===== src/rtl/ssi_pkg.sv =====
// Shared constants for the seven-segment indicator: digit count, blank code
// and the hex-to-segment pattern table (active high, gfedcba).
package ssi_pkg;

  localparam int NUM_DIGITS = 8;

  localparam logic [7:0] SEG_BLANK = 8'hFF;

  // Entry n holds the pattern for hex digit n; entry 15 is listed first.
  localparam logic [15:0][6:0] SEG_TABLE = {
    7'h71, 7'h79, 7'h5E, 7'h39, 7'h7C, 7'h77, 7'h6F, 7'h7F,
    7'h07, 7'h7D, 7'h6D, 7'h66, 7'h4F, 7'h5B, 7'h06, 7'h3F
  };

endpackage


===== src/rtl/ssi_hex_to_seg.sv =====
// Combinational hex digit to seven-segment decoder (active-high, gfedcba).
module hex_to_seg
  import ssi_pkg::*;
(
  input  logic [3:0] digit,
  output logic [6:0] seg
);

  assign seg = SEG_TABLE[digit];

endmodule


===== src/rtl/ssi_top.sv =====
// Seven-segment indicator top: enter-button capture, 8-digit shift buffer,
// scan prescaler and registered anode/cathode drive.
module ssi_top #(
  parameter int SCAN_DIV_BITS = 17,
  parameter int NUM_DIGITS    = 8
) (
  input  logic       clk100mhz,
  input  logic       reset,
  input  logic       enter,
  input  logic [3:0] switches,
  output logic [7:0] anodes,
  output logic [7:0] cathodes
);

  import ssi_pkg::*;

  logic       enter_s1;
  logic       enter_s2;
  logic       enter_d;
  logic [1:0] live;
  logic       armed;
  logic       push;

  logic [3:0]            digit_buf [NUM_DIGITS];
  logic [NUM_DIGITS-1:0] valid;

  logic [SCAN_DIV_BITS-1:0] prescale;
  logic [2:0]               idx;

  logic [3:0] cur_digit;
  logic       cur_valid;
  logic [6:0] cur_seg;

  // NOTE: clocked state is always written with <= so every flop samples the
  // pre-edge values of its neighbours, whatever the statement order.
  // live[1] marks that enter_s2 holds a genuine sample taken after reset, so a
  // button already held high at release only arms once it has been seen low.
  always_ff @(posedge clk100mhz or negedge reset) begin
    if (!reset) begin
      enter_s1 <= 1'b0;
      enter_s2 <= 1'b0;
      enter_d  <= 1'b0;
      live     <= 2'b00;
      armed    <= 1'b0;
      push     <= 1'b0;
    end else begin
      enter_s1 <= enter;
      enter_s2 <= enter_s1;
      enter_d  <= enter_s2;
      live     <= {live[0], 1'b1};
      armed    <= armed | (live[1] & ~enter_s2);
      push     <= enter_s2 & ~enter_d & armed;
    end
  end

  // NOTE: the digit buffer is a small register array, not a RAM, so it is
  // cleared on reset along with the rest of the state.
  always_ff @(posedge clk100mhz or negedge reset) begin
    if (!reset) begin
      for (int i = 0; i < NUM_DIGITS; i++) digit_buf[i] <= 4'h0;
      valid <= '0;
    end else if (push) begin
      for (int i = NUM_DIGITS - 1; i > 0; i--) digit_buf[i] <= digit_buf[i-1];
      digit_buf[0] <= switches;
      valid        <= {valid[NUM_DIGITS-2:0], 1'b1};
    end
  end

  always_ff @(posedge clk100mhz or negedge reset) begin
    if (!reset) begin
      prescale <= '0;
      idx      <= 3'd0;
    end else begin
      prescale <= prescale + SCAN_DIV_BITS'(1);
      if (&prescale) idx <= idx + 3'd1;
    end
  end

  assign cur_digit = digit_buf[idx];
  assign cur_valid = valid[idx];

  hex_to_seg u_hex_to_seg (
    .digit (cur_digit),
    .seg   (cur_seg)
  );

  // Decimal point (bit 7) stays off; unwritten digits are blanked.
  always_ff @(posedge clk100mhz or negedge reset) begin
    if (!reset) begin
      anodes   <= 8'hFF;
      cathodes <= SEG_BLANK;
    end else begin
      anodes   <= ~(8'b1 << idx);
      cathodes <= cur_valid ? {1'b1, ~cur_seg} : SEG_BLANK;
    end
  end

endmodule


===== config.mk =====
export PLATFORM = sky130hd
export DESIGN_NAME = ssi_top
export DESIGN_NICKNAME = d
export VERILOG_FILES = /design/src/rtl/ssi_pkg.sv /design/src/rtl/ssi_hex_to_seg.sv /design/src/rtl/ssi_top.sv
export SDC_FILE = /design/constraint.sdc
export NUM_CORES = 1
export LEC_CHECK = 0
export ABC_AREA = 1
export CAP_MARGIN = 20
export CORE_MARGIN = 2
export CORE_UTILIZATION = 40
export CTS_BUF_LIST = sky130_fd_sc_hd__clkbuf_8
export CTS_CLUSTER_DIAMETER = 40
export DETAILED_ROUTE_END_ITERATION = 16
export PLACE_DENSITY_LB_ADDON = 0.2
export SYNTH_ARGS = -nofsm -noshare
export SYNTH_HDL_FRONTEND = slang
export SYNTH_HIERARCHICAL = 1
export SYNTH_SLANG_ARGS = --single-unit

===== constraint.sdc =====
create_clock -name clk100mhz -period 1.9 [get_ports clk100mhz]
set_clock_uncertainty 0.05 [all_clocks]
set_input_delay 0.38 -clock clk100mhz [delete_from_list [all_inputs] [get_ports clk100mhz]]
set_output_delay 0.38 -clock clk100mhz [all_outputs]
set_load 0.005 [all_outputs]

==> flow_summary.json <==
{
  "wirelength_mm": 7.11,
  "cts_root_buf": "clkbuf_8",
  "timing.rr.start": "idx[0]",
  "status": "finished, final reports clean",
  "critPathMaxFanout": 1,
  "h-tree-depth": 3,
  "hold_depth": 0,
  "first_pass_iters": 4,
  "postPlaceCellArea_um2": 4300,
  "ys_warn_count": 6,
  "drive_gt1_share_pct": 18.5,
  "stdcell_area_um2": 4550,
  "critPathBufInv": 1,
  "antenna_cells": 0,
  "grt_pass1_vias": 2806,
  "synthCells": 446,
  "p_total_mw": 3.94,
  "layout_min_cycle_time_ns": 1.79,
  "start_util_pct": 41.5,
  "hold_viol": 0,
  "grt_max_degree": 33,
  "synth_seq_area_share_pct": 53.8,
  "crit_cells": 1,
  "worstPathRequired_ns": 1.47,
  "synth_top_area_share_pct": 43.5,
  "syn-cell-area_um2": 3850,
  "max_freq_mhz": 557,
  "ant_nets": 0,
  "crit_type": "register to output pin",
  "grt_usage_pct": 15.1,
  "die_w_um": 102,
  "port_buffers": 21,
  "routabilityCongestion": 0.827,
  "stdcell_count": 620,
  "ir_drop_v": 0.000510,
  "drt_iter0_markers": 113,
  "worstHoldStart": "enter_s1",
  "post-place-ws_ns": 0.0719,
  "cts.clk_slew.worst_paths_ns": 0.09,
  "fp.dieH_um": 102,
  "crit_family": "flip-flops",
  "wl_per_cell_um": 11.5,
  "num_io_pins": 23,
  "fin_tns_setup_ns": 0,
  "synth_area_per_cell_um2": 8.64,
  "end_kind": "output pin",
  "drc": 0,
  "core_area_um2": 9280,
  "synth_area_leaders": "dfrtp_1 44%, nand2_1 14%, dfstp_2 10%",
  "finalWorstSetupSlack_ns": 0.105,
  "grt_pass1_wl_mm": 12.3,
  "grt_overflow": 0,
  "critical-path-max-stage-delay_ns": 0.52,
  "maxCapViolCount": 0,
  "slew_violations": 0,
  "antenna_found_initial": 0,
  "cts.sinks": 82,
  "core.rowCount": 35,
  "path_cells": "clkdlybuf4s50_1",
  "cts_tree": "yes",
  "routed_via_density": 4.57,
  "yosysTopAreaCell": "dfrtp_1",
  "finalSetupViolations": 0,
  "vias": 2831,
  "cts_inserted_buffers": 9,
  "r2r-end": "cathodes[3]",
  "clockBufferDepth": 2,
  "p_per_area_nw_per_um2": 865,
  "syn2layout_area_growth_pct": 18.2,
  "dp.cells": 599,
  "clkLatencyLatePin_ns": 0.35,
  "min_to": "enter_s2",
  "period_share_pct": 94.5,
  "layout.nets": 508,
  "start_kind": "register",
  "ys_types": 28,
  "dp_hpwl_mm": 4.99,
  "slowest_stage": "dfstp_2",
  "fp.dieArea_um2": 10400,
  "reg2reg_slack_ns": 0.11,
  "utilization_pct": 49.1,
  "whs_ns": 0.306,
  "ff2ff_path_depth": 11,
  "min_path_type": "register to register",
  "leakagePower_nw": 2.16,
  "synth-seq-cells": 82,
  "crit_arrival_ns": 1.36
}
-- synth_stat cells, drive strengths merged --
library cell / count
nor2: 19
ha: 15
nand2: 149
xor2: 5
inv: 59
nand3: 35
clkbuf: 3
nor3: 2
a21oi: 1
or2: 1
conb: 1
xnor2: 5
dfstp: 15
buf: 14
o21ai: 47
dfrtp: 67
mux2: 4
nand4: 4
-- kinds of logic after synthesis --
group	count (synthesis)	synth area share, %
buffers and inverters	76	8.31
adders and majority gates	15	4.87
and+or+nand+nor	210	23.3
other	1	0.0973
AOI/OAI and AO/OA	48	6.24
DFF	82	53.8
xor gates and xnor gates	10	2.27
muxes	4	1.17
-- per-layer routing --
layer | GRT usage [%] | part of all wire [%] | up-vias
li1 | - | - | 1454
met1 | 18.6 | 47 | 1336
met2 | 25.9 | 50 | 35
met3 | 3.63 | 2.6 | 6
met4 | 5.64 | 1.0 | 0
met5 | 0 | 0 | -
-- repair_timing --
item / in CTS / in global routing
endpoints found under the hold margin: 20 / 0
endpoints found under the setup margin: 0 / 6
hold buffers: 1 / 0
buffers inserted: 0 / 2
gates resized for setup: 0 / 25
-- cells in the final DEF, fill, tap and decap left out, types with 2 or more instances in the layout --
cell and instances:
clkdlybuf4s50_1 20, conb_1 2, nand2_2 10, dfstp_2 15, dfrtp_1 65, clkinv_4 2
clkinv_2 2, mux2_2 4, nand3_1 31, xor2_1 5, buf_4 19, inv_2 7
nand3_2 4, nor2_1 15, ha_1 13, nand2_1 139, clkinvlp_4 3, o21ai_1 6
nand4_1 4, dfrtp_2 2, inv_1 51, inv_6 2, nor2_2 3, buf_12 2
xnor2_1 5, o21ai_0 41, clkbuf_8 9, buf_6 2
-- how the worst max path moves through the flow --
stage	startpoint	to	slack, ns
floorplan	idx[0]	cathodes[3]	0.06
global placement	idx[0]	cathodes[3]	0.10
detailed placement	idx[0]	cathodes[3]	0.07
CTS	idx[0]	cathodes[3]	0.06
global route	idx[0]	cathodes[5]	-0.004
finish	anodes[3]	anodes[3]	0.11
-- final cells by class --
type | instances | area [um^2]
Multi-Input combinational cell | 289 | 1500
Timing Repair inverter | 1 | 5.00
Tap cell | 129 | 161
Fill cell | 894 | 4730
Clock inverter | 7 | 53.8
Sequential cell | 82 | 2070
Clock buffer | 9 | 124
Timing Repair Buffer | 44 | 415
Inverter | 59 | 226
-- flip-flops by register name, indices dropped and copies added (netlist names) --
signal / cells
enter_s2: 1
anodes: 8
digit_buf: 32
enter_s1: 1
idx: 3
cathodes: 7
armed: 1
live: 2
enter_d: 1
push: 1
prescale: 17
valid: 8
-- where the power goes --
| part | total [mW] | leakage [nW] | internal (mW) | switching [mW] |
|---|---|---|---|---|
| Sequential | 2.12 | 1.01 | 2.00 | 0.118 |
| Combinational | 0.673 | 1.06 | 0.301 | 0.372 |
| Clock | 1.15 | 0.0822 | 0.483 | 0.668 |
Note: power is estimated with default switching activity, not from simulation.
